## src/rtl/lsu_arb_pkg.sv

```systemverilog
// lsu_arb_pkg: shared types and helpers for the LSU bus arbiter.
// Request bundle, FSM states and the round-robin pick function.
package lsu_arb_pkg;

    localparam int MASTER_ID_W = 1;
    localparam int LSU_ADDR_W  = 32;
    localparam int LSU_DATA_W  = 32;
    localparam int LSU_MASK_W  = 4;

    typedef struct packed {
        logic                  wren;
        logic [LSU_ADDR_W-1:0] addr;
        logic [LSU_DATA_W-1:0] wdata;
        logic [LSU_MASK_W-1:0] mask;
    } lsu_req_t;

    typedef enum logic [1:0] {
        ARB   = 2'd0,
        LOCK0 = 2'd1,
        LOCK1 = 2'd2
    } arb_state_e;

    // One-hot pick; on a tie the master that did not win last time goes.
    function automatic logic [1:0] rr_pick(
        input logic [1:0] req,
        input logic       last
    );
        logic [1:0] g;
        g = 2'b00;
        unique case (1'b1)
            (req == 2'b11): g = last ? 2'b01 : 2'b10;
            (req == 2'b01): g = 2'b01;
            (req == 2'b10): g = 2'b10;
            default:        g = 2'b00;
        endcase
        return g;
    endfunction

endpackage

```

## src/rtl/lsu_arb_rsp_pipe.sv

```systemverilog
// lsu_arb_rsp_pipe: RSP_LAT-deep {valid, id} delay line for loads.
// Its output marks the cycle in which the LSU load data is captured.
module lsu_arb_rsp_pipe
    import lsu_arb_pkg::*;
#(
    parameter int RSP_LAT = 1
) (
    input  logic                   i_clk,
    input  logic                   i_reset,
    input  logic                   i_valid,
    input  logic [MASTER_ID_W-1:0] i_id,
    output logic                   o_cap,
    output logic [MASTER_ID_W-1:0] o_cap_id
);

    generate
        if (RSP_LAT == 0) begin : g_bypass
            assign o_cap    = i_valid;
            assign o_cap_id = i_id;
        end else begin : g_shift
            logic [RSP_LAT-1:0]     vld_q;
            logic [MASTER_ID_W-1:0] id_q [RSP_LAT];

            // Shift the load tag one stage per cycle; reset drops in-flight loads.
            always_ff @(posedge i_clk or negedge i_reset) begin
                if (!i_reset) begin
                    vld_q <= '0;
                    for (int i = 0; i < RSP_LAT; i++) begin
                        id_q[i] <= '0;
                    end
                end else begin
                    vld_q[0] <= i_valid;
                    id_q[0]  <= i_id;
                    for (int i = 1; i < RSP_LAT; i++) begin
                        vld_q[i] <= vld_q[i-1];
                        id_q[i]  <= id_q[i-1];
                    end
                end
            end

            assign o_cap    = vld_q[RSP_LAT-1];
            assign o_cap_id = id_q[RSP_LAT-1];
        end
    endgenerate

endmodule

```

## src/rtl/lsu_bus_arbiter.sv

```systemverilog
// lsu_bus_arbiter: round-robin two-master arbiter in front of the LSU bus.
// Optional bus locking is built only when LSU_ARB_LOCK_EN is defined.
module lsu_bus_arbiter
    import lsu_arb_pkg::*;
#(
    parameter int ADDR_W   = 32,
    parameter int DATA_W   = 32,
    parameter int MASK_W   = 4,
    parameter int RSP_LAT  = 1,
    parameter int LOCK_MAX = 8
) (
    input  logic              i_clk,
    input  logic              i_reset,
    input  logic              i_m0_req,
    input  logic              i_m0_wren,
    input  logic [ADDR_W-1:0] i_m0_addr,
    input  logic [DATA_W-1:0] i_m0_wdata,
    input  logic [MASK_W-1:0] i_m0_mask,
    input  logic              i_m0_lock,
    output logic              o_m0_gnt,
    output logic              o_m0_rvalid,
    output logic [DATA_W-1:0] o_m0_rdata,
    input  logic              i_m1_req,
    input  logic              i_m1_wren,
    input  logic [ADDR_W-1:0] i_m1_addr,
    input  logic [DATA_W-1:0] i_m1_wdata,
    input  logic [MASK_W-1:0] i_m1_mask,
    input  logic              i_m1_lock,
    output logic              o_m1_gnt,
    output logic              o_m1_rvalid,
    output logic [DATA_W-1:0] o_m1_rdata,
    output logic              o_lsu_wren,
    output logic [ADDR_W-1:0] o_lsu_addr,
    output logic [DATA_W-1:0] o_lsu_stData,
    output logic [MASK_W-1:0] o_lsu_mask,
    input  logic [DATA_W-1:0] i_lsu_ldData
);

    logic [1:0]             req;
    logic [1:0]             pick;
    logic [1:0]             gnt;
    logic                   rr_last_q;
    lsu_req_t               m0_bus;
    lsu_req_t               m1_bus;
    lsu_req_t               lsu_bus;
    logic                   ld_acc;
    logic [MASTER_ID_W-1:0] ld_id;
    logic                   cap;
    logic [MASTER_ID_W-1:0] cap_id;

    assign req = {i_m1_req, i_m0_req};

    assign m0_bus = '{
        wren:  i_m0_wren,
        addr:  i_m0_addr,
        wdata: i_m0_wdata,
        mask:  i_m0_mask
    };

    assign m1_bus = '{
        wren:  i_m1_wren,
        addr:  i_m1_addr,
        wdata: i_m1_wdata,
        mask:  i_m1_mask
    };

`ifdef LSU_ARB_LOCK_EN
    localparam int CNT_W = $clog2(LOCK_MAX + 1);

    arb_state_e       state_q;
    logic [CNT_W-1:0] lock_cnt_q;

    // The locked master owns the bus; otherwise fall back to round-robin.
    always_comb begin
        pick = 2'b00;
        unique case (state_q)
            LOCK0:   pick = 2'b01;
            LOCK1:   pick = 2'b10;
            default: pick = rr_pick(req, rr_last_q);
        endcase
    end

    // Lock FSM: enter on a locked grant, leave on release or beat limit.
    always_ff @(posedge i_clk or negedge i_reset) begin
        if (!i_reset) begin
            state_q    <= ARB;
            lock_cnt_q <= '0;
        end else begin
            unique case (state_q)
                LOCK0: begin
                    if (!i_m0_req || !i_m0_lock ||
                        lock_cnt_q == CNT_W'(LOCK_MAX - 1)) begin
                        state_q    <= ARB;
                        lock_cnt_q <= '0;
                    end else begin
                        lock_cnt_q <= lock_cnt_q + 1'b1;
                    end
                end
                LOCK1: begin
                    if (!i_m1_req || !i_m1_lock ||
                        lock_cnt_q == CNT_W'(LOCK_MAX - 1)) begin
                        state_q    <= ARB;
                        lock_cnt_q <= '0;
                    end else begin
                        lock_cnt_q <= lock_cnt_q + 1'b1;
                    end
                end
                default: begin
                    if (gnt[0] && i_m0_lock && LOCK_MAX > 1) begin
                        state_q    <= LOCK0;
                        lock_cnt_q <= CNT_W'(1);
                    end else if (gnt[1] && i_m1_lock && LOCK_MAX > 1) begin
                        state_q    <= LOCK1;
                        lock_cnt_q <= CNT_W'(1);
                    end
                end
            endcase
        end
    end
`else
    logic unused_lock;

    assign unused_lock = i_m0_lock ^ i_m1_lock ^ (LOCK_MAX > 0);
    assign pick        = rr_pick(req, rr_last_q);
`endif

    // No grants while reset is held, so nothing reaches the LSU.
    assign gnt      = pick & req & {2{i_reset}};
    assign o_m0_gnt = gnt[0];
    assign o_m1_gnt = gnt[1];

    // Remember the last winner so the other master wins the next tie.
    always_ff @(posedge i_clk or negedge i_reset) begin
        if (!i_reset) begin
            rr_last_q <= 1'b1;
        end else if (|gnt) begin
            rr_last_q <= gnt[1];
        end
    end

    // Steer the granted master onto the LSU port, idle bus otherwise.
    always_comb begin
        lsu_bus = '0;
        unique case (1'b1)
            gnt[0]:  lsu_bus = m0_bus;
            gnt[1]:  lsu_bus = m1_bus;
            default: lsu_bus = '0;
        endcase
    end

    assign o_lsu_wren   = lsu_bus.wren;
    assign o_lsu_addr   = lsu_bus.addr;
    assign o_lsu_stData = lsu_bus.wdata;
    assign o_lsu_mask   = lsu_bus.mask;

    assign ld_acc = (gnt[0] & ~i_m0_wren) | (gnt[1] & ~i_m1_wren);
    assign ld_id  = MASTER_ID_W'(gnt[1]);

    lsu_arb_rsp_pipe #(
        .RSP_LAT (RSP_LAT)
    ) u_rsp_pipe (
        .i_clk    (i_clk),
        .i_reset  (i_reset),
        .i_valid  (ld_acc),
        .i_id     (ld_id),
        .o_cap    (cap),
        .o_cap_id (cap_id)
    );

    // Capture load data for its owner and pulse that owner's rvalid.
    always_ff @(posedge i_clk or negedge i_reset) begin
        if (!i_reset) begin
            o_m0_rvalid <= 1'b0;
            o_m1_rvalid <= 1'b0;
            o_m0_rdata  <= '0;
            o_m1_rdata  <= '0;
        end else begin
            o_m0_rvalid <= cap && (cap_id == MASTER_ID_W'(0));
            o_m1_rvalid <= cap && (cap_id == MASTER_ID_W'(1));
            if (cap && (cap_id == MASTER_ID_W'(0))) begin
                o_m0_rdata <= i_lsu_ldData;
            end
            if (cap && (cap_id == MASTER_ID_W'(1))) begin
                o_m1_rdata <= i_lsu_ldData;
            end
        end
    end

endmodule

```

## config.mk

```make
export PLATFORM = sky130hd
export DESIGN_NAME = lsu_bus_arbiter
export DESIGN_NICKNAME = d
export VERILOG_FILES = /design/src/rtl/lsu_arb_pkg.sv /design/src/rtl/lsu_arb_rsp_pipe.sv /design/src/rtl/lsu_bus_arbiter.sv
export SDC_FILE = /design/constraint.sdc
export NUM_CORES = 1
export LEC_CHECK = 0
export ABC_CLOCK_PERIOD_IN_PS = 2600
export BUFFER_PORTS_ARGS = -buffer_cell sky130_fd_sc_hd__buf_2
export CAP_MARGIN = 20
export CORE_AREA = 2 2 122 124
export CTS_CLUSTER_DIAMETER = 120
export DETAILED_ROUTE_END_ITERATION = 10
export DIE_AREA = 0 0 124 126
export GPL_ROUTABILITY_DRIVEN = 1
export PLACE_DENSITY_LB_ADDON = 0.3
export SLEW_MARGIN = 20
export SYNTH_ARGS = -nofsm -noshare
export SYNTH_HDL_FRONTEND = slang
export SYNTH_HIERARCHICAL = 1
export SYNTH_SLANG_ARGS = --single-unit
```

## constraint.sdc

```tcl
create_clock -name i_clk -period 2.6 [get_ports i_clk]
set_input_delay 0.39 -clock i_clk [delete_from_list [all_inputs] [get_ports i_clk]]
set_output_delay 0.39 -clock i_clk [all_outputs]
set_load 0.01 [all_outputs]
```

Yosys cells after proc, flatten, opt, wreduce, memory -nomap -nowiden
Cells that the tools add are included.

Register bits after elaboration: 69. Input bits: 176. Output and inout bits: 137.

Equal/unequal tests: 3. Multiplexer cells: 3. Bitwise gates (word level): 8. Reduce and logical (&&, ||, !) cells: 3.

Operators with widths (count): $pmux 69 s2 (1); $pmux 2 s3 (1); $and 2x2->2 (2); $eq 2x2->1 const B (2); $not 1->1 (3); $and 1x1->1 (2); $eq 2x1->1 const B (1); $logic_and 1x1->1 (2); $mux 2 (1); $reduce_or 2->1 (1); $or 1x1->1 (1).

Depth between registers and ports, before layout
Gate-level depths: netlist of run 1.

Depth after elaboration: 6. Depth in mapped cells: 5. Gate-level depth less buffers: 3.

Hierarchy
The synthesis of run 1 kept the hierarchy.

Modules (own cells, without submodules): lsu_bus_arbiter (times used 1, cells an instance 389, area each 3626.0 um^2, sequential area each 1677.9 um^2); lsu_arb_rsp_pipe (times used 1, cells an instance 2, area each 50.0 um^2, sequential area each 50.0 um^2).

Worst setup path before layout of run 1
OpenSTA, ideal clock, no wires.

Path type: input to output. Start: in i_reset. End: out o_lsu_addr[10]. Arrival time: 1119 ps. Data required time: 2210 ps. Path slack: 1091 ps. Stages: 5. Path buffers: 3. Cell sequence: buf_2 buf_4 buf_2 nand2_1 o22ai_1.

Word-level cells in the longest chain between the ends: 2.

Ends and longest elaborated chain: start: declaration (line lsu_bus_arbiter.sv:13) `input logic i_reset,`; $and 2x2->2 (line lsu_bus_arbiter.sv:128) `assign gnt = pick & req & {2{i_reset}};`; $pmux 69 s2 (line lsu_bus_arbiter.sv:144) `unique case (1'b1)`; end: declaration (line lsu_bus_arbiter.sv:33) `output logic [ADDR_W-1:0] o_lsu_addr,`.

No other way between the ends.

Worst setup path after layout of run 1
Start: reg rr_last_q. End: out o_lsu_addr[20].

Word-level cells in the longest chain between the ends: 5.

Ends and longest elaborated chain: start: declaration (line lsu_bus_arbiter.sv:42) `logic rr_last_q;`; start signal: assignment (line lsu_bus_arbiter.sv:137) `rr_last_q <= gnt[1];`; $mux 2 (line lsu_arb_pkg.sv:31) `(req == 2'b11): g = last ? 2'b01 : 2'b10;`; $pmux 2 s3 (line lsu_arb_pkg.sv:30) `unique case (1'b1)`; $and 2x2->2 (2 in a row) (line lsu_bus_arbiter.sv:128); $pmux 69 s2 (line lsu_bus_arbiter.sv:144).

No other way between the ends.

==> summary.md, run 1 <==
The setup violation total in the final timing report came out at 0. The type of element capturing the critical path is an output port. For this run, the detailed router's first-pass iteration total came to 4. Clock tree synthesis inserted a total of 9 buffers. The clock group share of total power is 28.7%.

Entering global routing, the biggest net connects 64 pins. The most used flip-flop cell after synthesis is dfrtp_1. The sum of negative setup slack was 0 ns.

The average wire length per cell after detail routing was 15.4 um; the count of different cell masters after synthesis was 18. The worst slack at placement is 0.648 ns, and the final clock skew is 0.0122 ns. For this block, the via count after detailed routing is 3,954.

The die area is 15,600 um^2. For this design the total switching power over the nets is 1310 uW. For this run, design rule violations remaining after detail routing come to 0.

The synthesized netlist devotes 0% of its cell area to XOR and XNOR gates. The last weighted congestion value of the routability-driven placer is 0.842. Setup slack on the worst reg-to-reg path comes out at 1.15 ns. Cells with a size suffix above 1 make up 58.7% of the layout. At the pin with the least slew margin, the transition time is 0.638 ns.

Sequential cells were found to cover 47.0% of the synthesized design area. The total global routing track utilization is 16.9%, and the post-layout net count is 869. After synthesis, the cell types taking the most area are dfrtp_1 46%, mux2_2 19%, nand2_1 14%.

The wire length of the first global-routing pass came out at 20.3 mm. The run finished with clean final reports. 0 antenna diodes ended up in the layout.

The horizontal die dimension was 124 um; the total power per unit cell area was 722 nW/um^2. The kind of cell adding the most delay to the critical path was buffers and inverters. The synthesized netlist devotes 12.5% of its cell area to compound gates. By instance count, the leading cell after synthesis is nand2_1.

The chip height was 126 um. The cell type with the highest aggregate area in the netlist was dfrtp_1. Global routing finished with a remaining overflow of 0.

The instance area at placement was 5450 um^2. STA classifies the critical path startpoint as a flop. For the worst-skew pair, the clock arrives at the later sink with an insertion delay of 0.32 ns. The synthesized instance count was 391. In this run, placement finished with an instance count of 866.

The number of gates resized after CTS was 0. The run gives 3,750 as the via count of the first global-routing pass. Setup repair after global routing left no endpoint under its margin. The initialized floorplan defines 44 standard-cell rows. The share of the synthesized area in the top cell type works out to 46.3%. Along the worst path, the maximum fanout reaches 60. TritonCTS built the clock tree. Switching portion of total power: 31.5%. Internal power comes to 2840 uW. For this design, the slowest cell found on the critical path is dfstp_2. Summed over all cells, the static leakage comes to 0.00305 uW. A synthesized cell averages 9.40 um^2. The tightest min-delay check is of the input port to asynchronous set/reset pin type. The tools report the total wire length as 13.6 mm.

The routed design could run at a clock period as short as 2.30 ns. The count of nets left with antenna violations once routing finished came out at 0. The critical path goes through nand2_1 -> nand2_2 -> buf_12 -> o22ai_1 -> buf_4 -> buf_2. The peak-usage layer in the global routing report is met2. The sum of net half-perimeters after detailed placement was 11.1 mm; the number of I/O pins was 313. The overall power of the completed layout is 4150 uW. Of the total power, combinational logic draws 34.2%.

The logs give 434 MHz for the top achievable clock speed and 5750 um^2 for the total non-filler cell area in the finished layout. The fraction of met3 tracks used by global routing was 5.53%; the number of vias per cell after detailed routing was 4.48. IR analysis of the VDD net gives a maximum drop of 0.391 mV. CTS saw 69 sinks.

The initial antenna violation count was 0. The tools report the maximum root-to-sink buffer count as 2. Synthesis inferred 69 register bits. For the final setup slack of the worst path, the log shows 0.297 ns. The area share of fa/ha/maj cells after synthesis was 0%; the post-synth net total was 567.

The detailed router finished its first iteration with 180 violations. The Yosys step of the flow raised 6 warnings. The area of the core was 14,300 um^2; the share of flip-flops with an asynchronous set or reset was 100%. In the finished design, the share of the clock period the worst path needs comes to 88.6%.

Count of final hold-check violations: 0. The cts-stage hold buffer count was 0; the peak per-stage delay on the critical path was 0.58 ns. The buffers inserted during post-CTS setup optimization came out at 0.

The simple-gate area share of the yosys netlist is 14.9%, and the initial cell density of the core is 25.7%. The worst setup path is of the flop to output port kind. The combinational family with the most area after synthesis was multiplexers. Of the total power, registers draw 37.2%.

At the worst endpoint, the required time is 2.21 ns. Arrival time of data at the critical path endpoint: 1.91 ns. Max-cap violations in this run came to 0. From synthesis to final layout, the design area changed by 56.3%. Cell chosen for the clock root: clkbuf_16. Global routing consumed, on the met1 layer, 20.6% of the routing resources.

The synthesized design contains 0 enable-type register cells. Number of buffers and inverters on the critical path: 3. The clock tree synthesis step divided the H-tree into 3 levels. The mapped netlist covers 3680 um^2.

By count the netlist is led by 141 x nand2_1, 69 x o22ai_1, 68 x dfrtp_1. For this run, global-route usage on met2 was measured as 27.7%. The worst pin sits at a relative slew slack of 57.5%. The post-layout instance count excluding filler cells is 882. The quantity of I/O buffers inserted on ports is 310, and the max-slew violation total from the final report is 0. The clock transition time at the flip-flop clock pins of the worst setup and hold paths was 0.06 ns. Of the post-synthesis cell area, the part taken by muxes is 19.6%.
## metal layers
metal | part of all wire (%) | up-vias | wire (um)
li1 | - | 1959 | -
met1 | 41 | 1781 | 5570
met2 | 47 | 194 | 6380
met3 | 9.7 | 20 | 1320
met4 | 2.5 | 0 | 340
met5 | 0 | - | 0
## layout make-up
cell class	count	area, um^2
fill	1514	8570
multi-input combinational	282	1750
timing repair buffer	328	1730
sequential	69	1730
tap	184	230
clock buffer	9	225
clock inverter	7	73.8
inverter	3	11.3
## cells in the final DEF, fill, tap and decap left out
| master | n |
|---|---|
| o22ai_1 | 69 |
| a31oi_1 | 1 |
| nand2b_1 | 1 |
| buf_2 | 309 |
| nor2_1 | 2 |
| clkinvlp_4 | 1 |
| o32ai_1 | 1 |
| clkinv_2 | 2 |
| mux2_1 | 2 |
| a21oi_1 | 1 |
| o21ai_4 | 1 |
| nor2b_4 | 1 |
| dfrtp_1 | 68 |
| inv_1 | 3 |
| inv_6 | 1 |
| dfstp_2 | 1 |
| nand2_2 | 1 |
| buf_12 | 3 |
| clkinv_4 | 2 |
| clkbuf_16 | 9 |
| buf_6 | 1 |
| mux2_2 | 62 |
| bufinv_16 | 1 |
| nand2_1 | 140 |
| buf_4 | 15 |
## power by group through the flow
stage / clock, uW / combinational [uW] / sequential (uW)
after floorplan: 0 / 561 / 1720
after global placement: 0 / 1420 / 1550
after detailed placement: 0 / 1430 / 1560
after CTS: 1240 / 1440 / 1550
after global routing: 1280 / 1550 / 1590
final: 1190 / 1420 / 1540
## metrics by stage
stage | hold WS [ns] | utilization, %
floorplan | 0.0944 | -
global placement | 0.363 | 38.1
detailed placement | 0.358 | 38.1
CTS | 0.00573 | 40.1
global route | 0.0463 | 40.1
finish | 0.0383 | 40.1
## registers in the layout, summed over array words and instances (netlist names)
| name | count |
|---|---|
| o_m0_rdata | 32 |
| o_m0_rvalid | 1 |
| o_m1_rdata | 32 |
| o_m1_rvalid | 1 |
| rr_last_q | 1 |
| u_rsp_pipe/o_cap | 1 |
| u_rsp_pipe/o_cap_id | 1 |
## final timing paths
| check | cells past startpoint | from | endpoint |
|---|---|---|---|
| setup reg to reg | 3 | u_rsp_pipe/o_cap_id | o_m0_rdata[27] |
| min in group i_clk | 2 | i_m1_wren | u_rsp_pipe/o_cap |
| max in group asynchronous | 2 | i_reset | o_m0_rdata[2] |
| hold reg to reg | 1 | o_m0_rdata[3] | o_m0_rdata[3] |
| hold / removal | 1 | i_reset | o_m1_rdata[22] |
| setup / recovery | 6 | rr_last_q | o_lsu_addr[20] |
## cell families after synthesis
kind of cell	count (synthesis)
AND/OR/NAND/NOR	145
AO/OA/AOI/OAI	73
flip-flops	69
multiplexers	64
buffers and inverters	40
## worst register-to-register path, stage by stage, from the launching register on
cell,delay (ns)
dfrtp_1,0.41
nor2b_4,0.10
buf_4,0.39
mux2_2,0.42
Note: power is estimated with default switching activity, not from simulation.
==> inputs of run 2 (changes only) <==
--- a/config.mk
+++ b/config.mk
@@ -14,6 +14,7 @@
 export DIE_AREA = 0 0 124 126
 export GPL_ROUTABILITY_DRIVEN = 1
 export PLACE_DENSITY_LB_ADDON = 0.3
+export REMOVE_ABC_BUFFERS = 1
 export SLEW_MARGIN = 20
 export SYNTH_ARGS = -nofsm -noshare
 export SYNTH_HDL_FRONTEND = slang
==> summary.md, run 2 (synthesis results as in run 1) <==
The die is 126 um tall. For this configuration, the core starts out at a cell density of 25.7%. Including well taps, the total number of placed cells is 861.

Horizontal die dimension: 124 um. The number of I/O pins is 313. In the layout the commonest cells are 309 x buf_2, 140 x nand2_1, 69 x o22ai_1, 68 x dfrtp_1, 62 x mux2_2. On the final layout, the worst clock skew is 0.00453 ns. Data on the critical path arrives at its endpoint at 1.85 ns. The detailed router finished its first iteration with 251 violations. After detailed routing, the average wire length per cell comes to 14.7 um. The end of the worst register-to-register path was o_m0_rdata[18]. The tree built by TritonCTS fans out to 69 sinks. The maximum root-to-sink buffer count came out at 2. The final critical-path required period came out at 2.24 ns. The sum of net half-perimeters after detailed placement is 10.1 mm. The setup path with the least slack is of type flop to output port. Detailed routing inserted a total of 3,968 vias. The clock transition time at the flip-flop clock pins of the worst setup and hold paths came out at 0.05 ns. Row generation in the floorplan step produced 44 rows. Termination of the worst setup path: o_lsu_addr[30]. Type of the tightest min-delay check: input port to flop.

Cell chosen for the clock root: clkbuf_16. For the instance area at placement, the log shows 5400 um^2. The largest registers in the layout are o_m0_rdata x32, o_m1_rdata x32. The initial antenna violation count is 2, and the worst reg-to-reg setup slack is 0.92 ns.

The startpoint identified for the worst register-to-register timing path is u_rsp_pipe/o_cap_id. Measured in cells, the most critical reg-to-reg path has a length of 3. The run gives 3,632 as the via count of the first global-routing pass.

The first global-routing pass estimated 19.0 mm of wire. The H-tree generated during clock tree synthesis spans 3 levels. Worst-case hold slack: 0.284 ns.

The number of vias per cell after detailed routing came out at 4.52. Summed over all layers, the global routing overflow is 0. TritonCTS built the clock tree. First-pass detailed-route iteration total: 4.

The type of element capturing the critical path is an output port. The flow ran to the end, and the final reports show no timing, DRC or antenna violations. Of the available clock period, the critical path in the final layout requires 86.1%. Power spread over the standard cell area amounts to 713 nW/um^2. Once the clock tree was built, the resizer swapped 0 gates to a different size.

The logs give 0.33 ns for the clock latency on the worst-skew pair and 864 for the post-layout net count. Headroom to the max-slew limit came out at 50.5%. The startpoint of the most critical setup path was rr_last_q. Setup repair after global routing left no endpoint under its margin. The finished layout holds 878 standard cells, fillers aside.

The proportion of layout cells with a drive suffix above 1 is 58.4%, and the CTS buffer count is 9. The critical path startpoint category was a flop. The actual transition at the worst max-transition pin is 0.742 ns, and the last weighted congestion value of the routability-driven placer is 0.779.

Max-cap violations in this run came to 0. Global routing used 15.6% of the available tracks. For the top achievable clock speed, the log shows 447 MHz.

Compared with the post-synthesis result, the final layout area differs by 54.5%. The antenna violation net count after detailed routing was 0; the sum of negative setup slack was 0 ns. The buffers inserted during post-CTS setup optimization was 0; the maximum net fanout on the critical path was 26. The count of final hold-check violations is 0, and the total non-filler cell area in the finished layout is 5680 um^2.

The library cell used most frequently in the layout, excluding fill and tap cells, is buf_2. The tools report the largest net degree at the start of global routing as 72. Setup violations remaining at the end of the flow were counted as 0. Across the VDD grid, the largest voltage drop is 0.356 mV. The total area inside the core boundary comes to 14,300 um^2.

Max-slew violation total from the final report: 0. For the die area, the log shows 15,600 um^2. STA puts the critical path data required time at 2.21 ns. For this run, design rule violations remaining after detail routing come to 0. Summed over all cells, the static leakage comes to 0.00301 uW.

The total wire length was 12.9 mm; the quantity of I/O buffers inserted on ports was 310. After clock tree synthesis, the flow added hold-fix buffers numbering 0.
## run 2: cell types whose count changed in the layout (fill, tap and decap cells not counted)
cell | previous run | this run
clkinvlp_4 | 1 | 2
buf_12 | 3 | 2
clkinv_2 | 2 | 3
diode_2 | 0 | 1
clkinv_4 | 2 | 1
clkbuf_8 | 0 | 1
bufinv_16 | 1 | 0
buf_4 | 15 | 11
inv_6 | 1 | 0
## run 2: critical path, stage by stage (launching register included)
cell     delay [ns]
dfstp_2        0.57
nand2_1        0.07
nand2_2        0.24
buf_4          0.35
o22ai_1        0.12
buf_2          0.16
## run 2: cell type report
| type | instances | area [um^2] |
|---|---|---|
| well taps | 184 | 230 |
| clock buffers | 10 | 239 |
| inverters | 3 | 11.3 |
| multi-input cells | 282 | 1750 |
| clock inverters | 6 | 38.8 |
| fillers | 1533 | 8640 |
| flip-flops and latches | 69 | 1730 |
| diodes | 1 | 2.50 |
| repair buffers | 323 | 1680 |
## run 2: worst min-delay path by stage
stage                        to           from  cells past startpoint
3_3_place_gp      o_m0_rdata[3]  o_m0_rdata[3]                      1
6_report              rr_last_q       i_m0_req                      2
3_5_place_dp      o_m0_rdata[3]  o_m0_rdata[3]                      1
5_1_grt        u_rsp_pipe/o_cap      i_m1_wren                      2
4_1_cts               rr_last_q       i_m0_req                      2
2_1_floorplan     o_m0_rdata[0]        i_reset                      0
## run 2: metal layers
metal / vias to the layer above / global-route usage [%] / wire [um]
met3: 18 / 4.35 / 995
met5: - / 0 / 13
li1: 1951 / - / -
met1: 1842 / 19.3 / 5380
met4: 2 / 4.89 / 252
met2: 155 / 26.1 / 6240
## run 2: power breakdown
group	internal [uW]	switching, uW	total, uW
clock	667	441	1110
combinational	690	708	1400
sequential	1400	145	1540
total	2750	1290	4050
## run 2: metrics by stage
step / util, % / power [uW] / setup slack (ns)
2_1_floorplan: - / 2230 / 0.0639
3_3_place_gp: 37.7 / 2960 / 0.609
3_5_place_dp: 37.7 / 2980 / 0.610
4_1_cts: 39.7 / 4110 / 0.354
5_1_grt: 39.7 / 4320 / 0.243
6_report: 39.7 / 4050 / 0.361
==> inputs of run 3 (changes only) <==
==> constraint.sdc (replaced) <==
create_clock -name i_clk -period 2.6 [get_ports i_clk]
set_input_delay 0.26 -clock i_clk [delete_from_list [all_inputs] [get_ports i_clk]]
set_output_delay 0.26 -clock i_clk [all_outputs]
set_load 0.01 [all_outputs]
==> summary.md, run 3 (synthesis results as in run 1) <==
The run gives 5 as the first-pass detailed-route iteration total. In this run the count of I/O pins placed on the die edge is 313. The total vias in the final route came out at 3,932. The number of placed instances, taps included, is 861. Data on the critical path arrives at its endpoint at 1.89 ns. For this run, the slowest stage of the critical path takes 0.57 ns.

The critical path startpoint category was a flop. The final setup slack of the worst path came out at 0.447 ns. Traced cell by cell, the critical path runs through nand2_1 -> nand2_2 -> buf_4 -> o22ai_1 -> buf_2. From left edge to right edge, the die measures 124 um.

The worst pin sits at a relative slew slack of 48.9%. For the via count of the first global-routing pass, the log shows 3,837. STA classifies the critical path endpoint as an output port.

For this design, the CTS-stage hold fixing added 0 buffers. The analysis attributes to cell leakage a power of 0.00300 uW. After filler insertion, the fill cell instance count of the layout stands at 1,508. The logs give 0 for the residual overflow from global routing and 0.32 ns for the clock latency on the worst-skew pair. The tools report the count of final hold-check violations as 0.

The max-slew violation total from the final report came out at 0. The first global-routing pass estimated 19.4 mm of wire. At the end of routability-driven placement, the weighted congestion stood at 0.758.

Maximum root-to-sink buffer count: 2. Clock transition time at the flip-flop clock pins of the worst setup and hold paths: 0.05 ns. The proportion of layout cells with a drive suffix above 1 is 58.0%, and the setup violation total in the final timing report is 0. Dividing total power by cell area gives a power density of 713 nW/um^2. The tools report the worst-case hold slack as 0.157 ns.

The maximum net fanout on the critical path works out to 20. The average wire length per cell after detail routing came out at 14.7 um. After routing the design area is 5660 um^2. The residual DRC count came out at 0. Number of vias per cell after detailed routing: 4.48. STA puts the critical path data required time at 2.34 ns. For the pin with the worst max-slew slack, the measured transition is 0.767 ns. The final critical-path required period is 2.15 ns, and the sum of negative setup slack is 0 ns. The post-layout net count was 864. The number of setup buffers added after CTS is 0. The critical path is of the flop to output port type. Timing would allow up to 464 MHz.

The final clock skew was 0.00571 ns. The tools report the instance area at placement as 5390 um^2. Relative to the synthesized area, the layout overhead comes to 53.9%.

For this configuration, the core starts out at a cell density of 25.7%. For the initial antenna violation count, the log shows 1. In this run the number of H-tree levels came out at 3. Final cycle utilization of the critical path: 82.8%. The count of cells in the finished layout, fillers not included, comes to 877. The antenna violation net count after detailed routing was 0. Wires add up to 12.9 mm. During placement, the flow inserted port buffers numbering 310. The core region is 14,300 um^2.

In the final layout, the registers with the most flip-flops are o_m0_rdata x32, o_m1_rdata x32. The wire-length estimate of the detail-placed layout is 9.77 mm. The die is 126 um tall. 0 antenna diodes ended up in the layout.

The max-capacitance violation count came out at 0. The commonest non-fill, non-tap cell in the layout is buf_2. For this design, the sink count on the clock tree is 69.

Post-CTS repair changed the size of 0 cells. The tools report the violation count after the first detailed-route iteration as 152. The flow ran to the end, and the final reports show no timing, DRC or antenna violations. TritonCTS built the clock tree.

The tightest min-delay check is of the input port to flop type. The total global routing track utilization came out at 15.8%. Setup repair after global routing left no endpoint under its margin.

TritonCTS created 9 clock buffers. In the layout the commonest cells are 309 x buf_2, 140 x nand2_1, 69 x o22ai_1, 68 x dfrtp_1, 62 x mux2_2. IR analysis of the VDD net gives a maximum drop of 0.393 mV. The tree is rooted in a clkbuf_16. Entering global routing, the biggest net connects 87 pins. The floorplan step defined a die boundary enclosing 15,600 um^2.

Counting both buffers and inverters, the worst setup path holds a total of 2. The critical-path cell with the highest stage delay was dfstp_2. The kind of cell adding the most delay to the critical path is flip-flops.

The logs give 44 for the number of core rows and 0.783 ns for the worst slack at placement.
-- run 3: cell count changes in the layout (fill, tap and decap cells not counted), sizes merged --
cell,change
clkbuf,+4
clkinv,-2
clkinvlp,-2
diode,-1
-- run 3: where the power goes --
group	switching, uW	total, uW	leakage (uW)	internal, uW
Clock	406	1100	0.000137	694
Combinational	705	1390	0.00205	686
Sequential	143	1540	0.000814	1400
-- run 3: final timing paths --
path                            cells past startpoint  slack (ns)             end                 from
worst max-delay path                                5        0.45  o_lsu_addr[16]            rr_last_q
worst min-delay path                                2        0.16       rr_last_q             i_m0_req
worst max register to register                      3        1.17   o_m0_rdata[4]  u_rsp_pipe/o_cap_id
worst min register to register                      1        0.48   o_m0_rdata[2]        o_m0_rdata[2]
max in group asynchronous                           2        1.53  o_m1_rdata[28]              i_reset
min in group asynchronous                           2        0.32  o_m1_rdata[30]              i_reset
-- run 3: area by class of cell --
| cell class | instances | area [um^2] | area share, % |
|---|---|---|---|
| timing repair buffer | 323 | 1670 | 29.5 |
| multi-input combinational | 282 | 1750 | 30.9 |
| inverter | 3 | 11.3 | 0.199 |
| tap | 184 | 230 | 4.07 |
| clock inverter | 2 | 10.0 | 0.177 |
| sequential | 69 | 1730 | 30.5 |
| clock buffer | 14 | 264 | 4.67 |
-- run 3: routing by layer --
metal / global-route usage, % / vias up / wire length (um)
li1: - / 1953 / -
met1: 19.4 / 1802 / 5500
met2: 26.8 / 157 / 6130
met3: 5.30 / 18 / 1030
met4: 3.64 / 2 / 200
met5: 0 / - / 13
-- run 3: per-stage QoR --
stage,util (%),power [uW]
floorplan,-,2230
global placement,37.6,2950
detailed placement,37.6,2970
CTS,39.5,4100
global route,39.5,4320
finish,39.5,4030
